==> src/rtl/rr_seg_pkg.sv <==
// Shared definitions for the rotating-priority display arbiter: FSM
// encoding and the active-low seven-segment digit patterns {a,b,c,d,e,f,g}.
package rr_seg_pkg;

  typedef enum logic {
    IDLE  = 1'b0,
    GRANT = 1'b1
  } state_t;

  localparam int N_REQ = 8;
  localparam int ID_W  = 3;

  localparam logic [6:0] SEG_D0    = 7'b0000001;
  localparam logic [6:0] SEG_D1    = 7'b1001111;
  localparam logic [6:0] SEG_D2    = 7'b0010010;
  localparam logic [6:0] SEG_D3    = 7'b0000110;
  localparam logic [6:0] SEG_D4    = 7'b1001100;
  localparam logic [6:0] SEG_D5    = 7'b0100100;
  localparam logic [6:0] SEG_D6    = 7'b0100000;
  localparam logic [6:0] SEG_D7    = 7'b0001111;
  localparam logic [6:0] SEG_BLANK = 7'b1111111;

  function automatic logic [6:0] seg_pattern(input logic [ID_W-1:0] digit);
    logic [6:0] pat;
    case (digit)
      3'd0:    pat = SEG_D0;
      3'd1:    pat = SEG_D1;
      3'd2:    pat = SEG_D2;
      3'd3:    pat = SEG_D3;
      3'd4:    pat = SEG_D4;
      3'd5:    pat = SEG_D5;
      3'd6:    pat = SEG_D6;
      default: pat = SEG_D7;
    endcase
    return pat;
  endfunction

endpackage

==> src/rtl/seg7_dec.sv <==
// Active-low seven-segment decoder for a 3-bit digit; blanks when not valid.
module seg7_dec
  import rr_seg_pkg::*;
(
  input  logic [2:0] digit,
  input  logic       valid,
  output logic [6:0] seg
);

  always_comb begin
    seg = SEG_BLANK;
    if (valid) begin
      seg = seg_pattern(digit);
    end
  end

endmodule

==> src/rtl/rr_seg_arbiter.sv <==
// Eight-way rotating-priority arbiter with per-grant hold length and a
// seven-segment readout of the current grantee.
module rr_seg_arbiter
  import rr_seg_pkg::*;
#(
  parameter int HOLD_W = 4
) (
  input  logic              clk,
  input  logic              rst,
  input  logic [7:0]        req,
  input  logic              en,
  input  logic [HOLD_W-1:0] hold,
  output logic [7:0]        gnt,
  output logic [2:0]        gnt_id,
  output logic              gnt_valid,
  output logic [6:0]        seg
);

  state_t            state_q, state_d;
  logic [2:0]        ptr_q, ptr_d;
  logic [HOLD_W-1:0] cnt_q, cnt_d;
  logic [7:0]        gnt_q, gnt_d;
  logic [2:0]        gnt_id_q, gnt_id_d;
  logic              gnt_valid_q, gnt_valid_d;

  // Requests rotated so that bit 0 is the requester at ptr; the first set
  // bit of req_rot is then the offset of the winner from ptr.
  logic [7:0] req_rot;
  logic [2:0] pick_off;
  logic [2:0] pick_id;

  for (genvar gi = 0; gi < N_REQ; gi++) begin : g_rot
    assign req_rot[gi] = req[ptr_q + 3'(gi)];
  end

  always_comb begin
    pick_off = 3'd0;
    for (int i = N_REQ - 1; i >= 0; i--) begin
      if (req_rot[i]) begin
        pick_off = 3'(i);
      end
    end
  end

  assign pick_id = ptr_q + pick_off;

  logic grant_end;
  assign grant_end = (cnt_q == '0) || !req[gnt_id_q] || !en;

  always_comb begin
    state_d     = state_q;
    ptr_d       = ptr_q;
    cnt_d       = cnt_q;
    gnt_d       = gnt_q;
    gnt_id_d    = gnt_id_q;
    gnt_valid_d = gnt_valid_q;
    case (state_q)
      IDLE: begin
        if (en && (req != 8'h00)) begin
          gnt_d       = 8'b0000_0001 << pick_id;
          gnt_id_d    = pick_id;
          gnt_valid_d = 1'b1;
          cnt_d       = hold;
          state_d     = GRANT;
        end
      end
      GRANT: begin
        // Any combination of expiry, release and disable is one termination.
        if (grant_end) begin
          gnt_d       = 8'h00;
          gnt_id_d    = 3'd0;
          gnt_valid_d = 1'b0;
          cnt_d       = '0;
          ptr_d       = gnt_id_q + 3'd1;
          state_d     = IDLE;
        end else begin
          cnt_d = cnt_q - 1'b1;
        end
      end
      default: begin
        state_d     = IDLE;
        gnt_d       = 8'h00;
        gnt_id_d    = 3'd0;
        gnt_valid_d = 1'b0;
      end
    endcase
  end

  always_ff @(posedge clk) begin
    if (rst) begin
      state_q     <= IDLE;
      ptr_q       <= 3'd0;
      cnt_q       <= '0;
      gnt_q       <= 8'h00;
      gnt_id_q    <= 3'd0;
      gnt_valid_q <= 1'b0;
    end else begin
      state_q     <= state_d;
      ptr_q       <= ptr_d;
      cnt_q       <= cnt_d;
      gnt_q       <= gnt_d;
      gnt_id_q    <= gnt_id_d;
      gnt_valid_q <= gnt_valid_d;
    end
  end

  assign gnt       = gnt_q;
  assign gnt_id    = gnt_id_q;
  assign gnt_valid = gnt_valid_q;

  seg7_dec u_seg7_dec (
    .digit (gnt_id_q),
    .valid (gnt_valid_q),
    .seg   (seg)
  );

endmodule
==> config.mk <==
export PLATFORM = sky130hd
export DESIGN_NAME = rr_seg_arbiter
export DESIGN_NICKNAME = d
export VERILOG_FILES = /design/src/rtl/rr_seg_pkg.sv /design/src/rtl/seg7_dec.sv /design/src/rtl/rr_seg_arbiter.sv
export SDC_FILE = /design/constraint.sdc
export NUM_CORES = 1
export LEC_CHECK = 0
export ABC_CLOCK_PERIOD_IN_PS = 4500
export CORE_MARGIN = 3
export CORE_UTILIZATION = 40
export DETAILED_ROUTE_END_ITERATION = 8
export PLACE_DENSITY = 0.75
export SYNTH_ARGS = -nofsm -noshare
export SYNTH_HDL_FRONTEND = slang
export SYNTH_SLANG_ARGS = --single-unit
==> constraint.sdc <==
create_clock -name clk -period 4.5 [get_ports clk]
set_input_delay 0.675 -clock clk [delete_from_list [all_inputs] [get_ports clk]]
set_output_delay 0.675 -clock clk [all_outputs]
set_load 0.005 [all_outputs]
# [After elaboration in Yosys (flattened, before gate mapping)]
# Cells that the tools add are included.
[word_totals] reg_bits=20 input_bits=15 elab_cells=88
[classes] addsub=10 n_lt_le_gt_ge=9 eq_ne=8 shifts=1 muxes=43 bitwise=1 n_reduce_logical=10
[op_table] op="7-bit case mux with 7 select lines" count=1
[op_table] op="3-bit by 4-bit < comparator with 1-bit output, second input constant" count=9
[op_table] op="3-bit 2-to-1 mux" count=10
[op_table] op="1-bit binary-select mux with 3-bit select" count=9
[op_table] op="8-bit 2-to-1 mux" count=2
[op_table] op="8-bit case mux with 2 select lines" count=1
[op_table] op="1-bit 2-to-1 mux" count=13
[op_table] op="3-bit adder, second input constant" count=4
[op_table] op="3-bit == test, second input constant" count=3
[op_table] op="4-bit 2-to-1 mux" count=2
[op_table] op="4-bit case mux with 2 select lines" count=1
[op_table] op="8-bit nonzero test" count=1
[op_table] op="1-bit by 3-bit left shift with 8-bit output, first input constant" count=1
[op_table] op="7-bit 2-to-1 mux" count=1
[op_table] op="3-bit by 1-bit adder with 3-bit output, second input constant" count=2
[op_table] op="3-bit by 2-bit adder with 3-bit output, second input constant" count=2
[op_table] op="3-bit by 2-bit == test with 1-bit output, second input constant" count=2
[op_table] op="3-bit case mux with 2 select lines" count=1
[op_table] op="4-bit zero test" count=1
[op_table] op="1-bit case mux with 2 select lines" count=2
[op_table] op="2-bit AND reduction" count=2
[op_table] op="4-bit by 1-bit subtractor with 4-bit output, second input constant" count=1
[op_table] op="3-bit adder" count=1
[op_table] op="3-bit by 1-bit == test with 1-bit output, second input constant" count=1
[op_table] op="7 further kinds" count=9

# [Longest topological paths before layout]
[depth] word_depth=15 ltp_mapped=17

# [Modules after synthesis]
# Synthesis repeated with hierarchy kept, for this count alone.
[unflattened] hier_cells=179 hier_area_um2=1690.4
[by_module_without_submodules] module="rr_seg_arbiter" n_inst=1 cells_per_inst=162 area_each_um2=1585.3 seq_area_each_um2=400.4
[by_module_without_submodules] module="seg7_dec" n_inst=1 cells_per_inst=17 area_each_um2=105.1 seq_area_each_um2=0.0

# [Worst setup path after synthesis]
# OpenSTA, ideal clock, no wires.
[synth_path] path_kind="register to register" start="register ptr_q[0]" end="register gnt_q[3] (netlist: gnt[3])" setup_ns=0.070 arrival_ns=3.371 t_required_ns=4.430 slack_ns=1.059 path_stages_with_launch=14 path_buffers=2 synth_period_minus_slack_ns=3.441 cell_sequence="dfxtp_1 -> buf_6 -> inv_1 -> ha_1 -> buf_6 -> mux4_2 -> mux2_4 -> or2b_1 -> nand2_1 -> o21ai_0 -> a22oi_1 -> fa_1 -> or2_2 -> o2bb2ai_1"
[synth_via] elab_chain_cells=15 word_cells_on_any_way=35 classes_between="add/sub (8); shift (1); mux (26)"
[synth_rtl] element="start, declared" line="rr_seg_arbiter.sv:20" rtl="logic [2:0] ptr_q, ptr_d;"
[synth_rtl] element="start signal, assigned" line="rr_seg_arbiter.sv:99" rtl="ptr_q <= ptr_d;"
[synth_rtl] element="3-bit adder" line="rr_seg_arbiter.sv:33" rtl="assign req_rot[gi] = req[ptr_q + 3'(gi)];"
[synth_rtl] element="1-bit binary-select mux with 3-bit select" line="rr_seg_arbiter.sv:33"
[synth_rtl] element="1-bit 2-to-1 mux (implied by the code)" line="rr_seg_arbiter.sv:33"
[synth_rtl] element="3-bit 2-to-1 mux (8 in series)" line="rr_seg_arbiter.sv:39" rtl="if (req_rot[i]) begin"
[synth_rtl] element="3-bit adder *" line="rr_seg_arbiter.sv:45" rtl="assign pick_id = ptr_q + pick_off;"
[synth_rtl] element="1-bit by 3-bit left shift with 8-bit output *" line="rr_seg_arbiter.sv:60" rtl="gnt_d = 8'b0000_0001 << pick_id;"
[synth_rtl] element="8-bit 2-to-1 mux *" line="rr_seg_arbiter.sv:59" rtl="if (en && (req != 8'h00)) begin"
[synth_rtl] element="8-bit case mux with 2 select lines *" line="rr_seg_arbiter.sv:57" rtl="case (state_q)"
[synth_rtl] element="end signal, assigned" line="rr_seg_arbiter.sv:101" rtl="gnt_q <= gnt_d;"
[synth_rtl] element="end, declared" line="rr_seg_arbiter.sv:22" rtl="logic [7:0] gnt_q, gnt_d;"
# Every way passes the cells marked *; elsewhere a longest branch is shown, timed or not. The select of a mux whose other input is x is not followed.
# A chain may end at the register's enable or synchronous reset.

# [Worst setup path in the final report]
[layout_path] start="input req[5]" end="register gnt_q[6] (netlist: gnt[6])"
[layout_via] elab_chain_cells=14 word_cells_on_any_way=38 classes_between="add/sub (1); eq/ne (2); shift (1); mux (28); reduce/logical (6)"
[layout_rtl] element="start, declared" line="rr_seg_arbiter.sv:10" rtl="input logic [7:0] req,"
[layout_rtl] element="1-bit binary-select mux with 3-bit select" line="rr_seg_arbiter.sv:33"
[layout_rtl] element="1-bit 2-to-1 mux (implied by the code)" line="rr_seg_arbiter.sv:33"
[layout_rtl] element="3-bit 2-to-1 mux (8 in series)" line="rr_seg_arbiter.sv:39"
[layout_rtl] element="3-bit adder" line="rr_seg_arbiter.sv:45"
[layout_rtl] element="1-bit by 3-bit left shift with 8-bit output" line="rr_seg_arbiter.sv:60"
[layout_rtl] element="8-bit 2-to-1 mux" line="rr_seg_arbiter.sv:59"
[layout_rtl] element="8-bit case mux with 2 select lines" line="rr_seg_arbiter.sv:57"
# Several ways; a longest one is shown, not always the timed one. The select of a mux whose other input is x is not followed.

==> flow_summary.ini <==
[status]
outcome = complete, no violations

[worst_setup_path]
path_buf_inv = 2
path_class = in -> reg
slowest_stage = fa_1
arrival_ns = 3.96
reg2reg_depth = 13
cp_top_family = adder cells
worstSetupStartpointType = input pin
crit_path_end_kind = register
crit_fanout = 8
crit_chain = clkdlybuf4s50_1 > mux4_2 > mux2_2 > nor3_1 > o22ai_1 > o31ai_1 > a21oi_1 > a211oi_1 > ha_1 > inv_1 > fa_1 > nor2_1 > and2_1 > a22o_1
cp.depth = 14
cp_slowest_stage_delay_ns = 0.64
cp.required_ns = 4.65

[sta]
rsz0062_at_grt = false
tightest_slew_ns = 0.694
setup_violations = 0
hold_viol = 0
timing.max_slew.rel_slack = 0.534
period_needed_ns = 3.81
max_freq_mhz = 263
finalCritPeriodShare = 0.846
fin_skew_ns = 0.00183
setup-tns-final_ns = 0
whs_ns = 0.475
final-max-slew-violation-count = 0

[logic_synthesis]
synthTopCellsByArea = dfxtp_1 (23%), mux4_2 (15%), ha_1 (6.6%), mux2i_1 (4.7%), nand2_1 (4.4%)
synthArstFlopShare = 0
avgSynthCellArea_um2 = 9.47
synthCells = 180
ys_types = 49
syn_nets = 205
ys.flop_type = dfxtp_1
ys_warn_count = 0
synth_top_area_share = 0.235
netlist_area_um2 = 1700
ys_ff_latch = 20
yosysTopAreaCell = dfxtp_1
synth_edf_count = 0
yosysSeqAreaShare = 0.235

[final_layout]
final_nets = 240
layout-area-overhead-vs-synth_pct = 25.0
final_util = 0.525
mostFrequentLayoutCells = clkdlybuf4s50_1 (33), nand2_1 (20), dfxtp_1 (20), nor2_1 (16)
final_common_cell = clkdlybuf4s50_1
layout-drive-gt1-share = 0.136
nFillCells = 369
fin_area_um2 = 2130
diodes = 0

[power_and_ir_drop]
ir_worst_vdd_v = 0.000175
power_switching_w = 0.000219
p_total_w = 0.000641
power.leakage_nw = 0.786
internal_power_w = 0.000422
p_per_area_nw_per_um2 = 301
seqPwrFrac = 0.329
pwr-share-clk = 0.213
swShare = 0.342
power_frac_comb = 0.458

[detailed_routing]
num_vias = 1456
wl_met1_um = 1850
drt-total-wl_um = 3830
met3RoutedLength_um = 159
vias_per_cell = 5.52
drtAntennaViolNets = 0
routed.top_layer = met4
drc = 0
dr.pass1.iters = 4
avgRoutedWirePerCell_um = 14.5
wl_met2_um = 1780
drt_iter0_drc = 64

[placement]
placed_area_um2 = 2070
numPortBuffers = 33
dp_hpwl_um = 2930
routabilityCongestion = 0.847

[grt]
grt_first_pass_wirelength_um = 6820
antenna_found_initial = 0
grt_use_total = 0.163
grt_pass1_vias = 1515
overflow = 0
grt_max_degree = 14

[hold_path]
whs_path_depth = 1
hp-class = reg -> reg

[clock_network]
cts_hold_buf = 0
cts_buffers = 3
cts_resized = 0
cts_tree = built
postCtsSetupBuffers = 0
clk_path_buf_depth = 2
htreeDepth = 1
clock_sinks = 20
clk-insertion-delay-late_ns = 0.26
cts-root-buf = clkbuf_8
clkSlewWorstSetupHoldPaths_ns = 0.07

[floorplanning]
dieArea_um2 = 5080
coreArea_um2 = 4060
io_pins = 34
die_w_um = 71.3
rows = 23
die_y_um = 71.3
initial_utilization = 0.420

[run]
maxCapViolCount = 0
## cell usage after synthesis, drive strengths merged, types with 4 or more instances
| master | count |
|---|---|
| dfxtp | 20 |
| nand2 | 20 |
| nor2 | 16 |
| mux4 | 12 |
| inv | 11 |
| ha | 9 |
| mux2i | 8 |
| o21ai | 8 |
| a21oi | 6 |
| nor3 | 6 |
| a211oi | 5 |
| a22o | 5 |
| nor2b | 5 |
| buf | 4 |
| nand2b | 4 |
| o2bb2ai | 4 |
## cells by family (layout without fill, tap and decap cells)
family,Yosys count,in the layout,synth area share
mux,23,23,0.230
simple gates,66,66,0.199
flops,20,20,0.235
compound gates,38,38,0.162
xor+xnor,5,5,0.0411
buf+inv,18,52,0.0551
fa+ha+maj,10,10,0.0778
## state kept, by name (all words and copies together) (netlist names)
signal,count
gnt_valid,1
ptr_q,3
gnt_id,3
state_q,1
cnt_q,4
gnt,8
## path summary, 6_finish.rpt
path | start | to | slack, ns
setup / recovery | req[5] | gnt[6] | 0.69
hold / removal | gnt[2] | gnt[2] | 0.47
setup reg to reg | ptr_q[1] | gnt[3] | 0.89
hold reg to reg | gnt[2] | gnt[2] | 0.47
## metal layers
layer | vias up | track usage
li1 | 733 | -
met1 | 682 | 0.223
met2 | 35 | 0.271
met3 | 6 | 0.0210
met4 | 0 | 0.0459
met5 | - | 0
## per-stage QoR
stage	instances	setup WS [ns]
after floorplan	180	1.06
after global placement	260	0.498
after detailed placement	260	0.438
after CTS	264	0.699
after global routing	264	0.412
final	264	0.691
## layout make-up
type | count | area (µm²) | area share
flip-flops and latches | 20 | 400 | 0.188
multi-input cells | 142 | 1210 | 0.568
repair buffers | 37 | 360 | 0.169
clock buffers | 4 | 55.1 | 0.0259
well taps | 50 | 62.6 | 0.0294
inverters | 11 | 41.3 | 0.0194
## worst register-to-register path: stages, from the launching register on
cell and delay [ns]:
dfxtp_1 0.34, inv_1 0.09, ha_1 0.47, mux4_2 0.60
mux2_4 0.31, o22ai_1 0.14, o31ai_1 0.09, a21oi_1 0.16
a211oi_1 0.08, ha_1 0.19, inv_1 0.06, fa_1 0.52
or2_2 0.34, o2bb2ai_1 0.15
## power groups by stage
stage | Clock (W) | Combinational, W | Sequential, W
after floorplan | 0 | 0.000208 | 0.000211
final | 0.000137 | 0.000294 | 0.000211
after CTS | 0.000142 | 0.000296 | 0.000211
after global placement | 0 | 0.000289 | 0.000215
after global routing | 0.000148 | 0.000327 | 0.000214
after detailed placement | 0 | 0.000294 | 0.000215
Note: power is estimated with default switching activity, not from simulation.
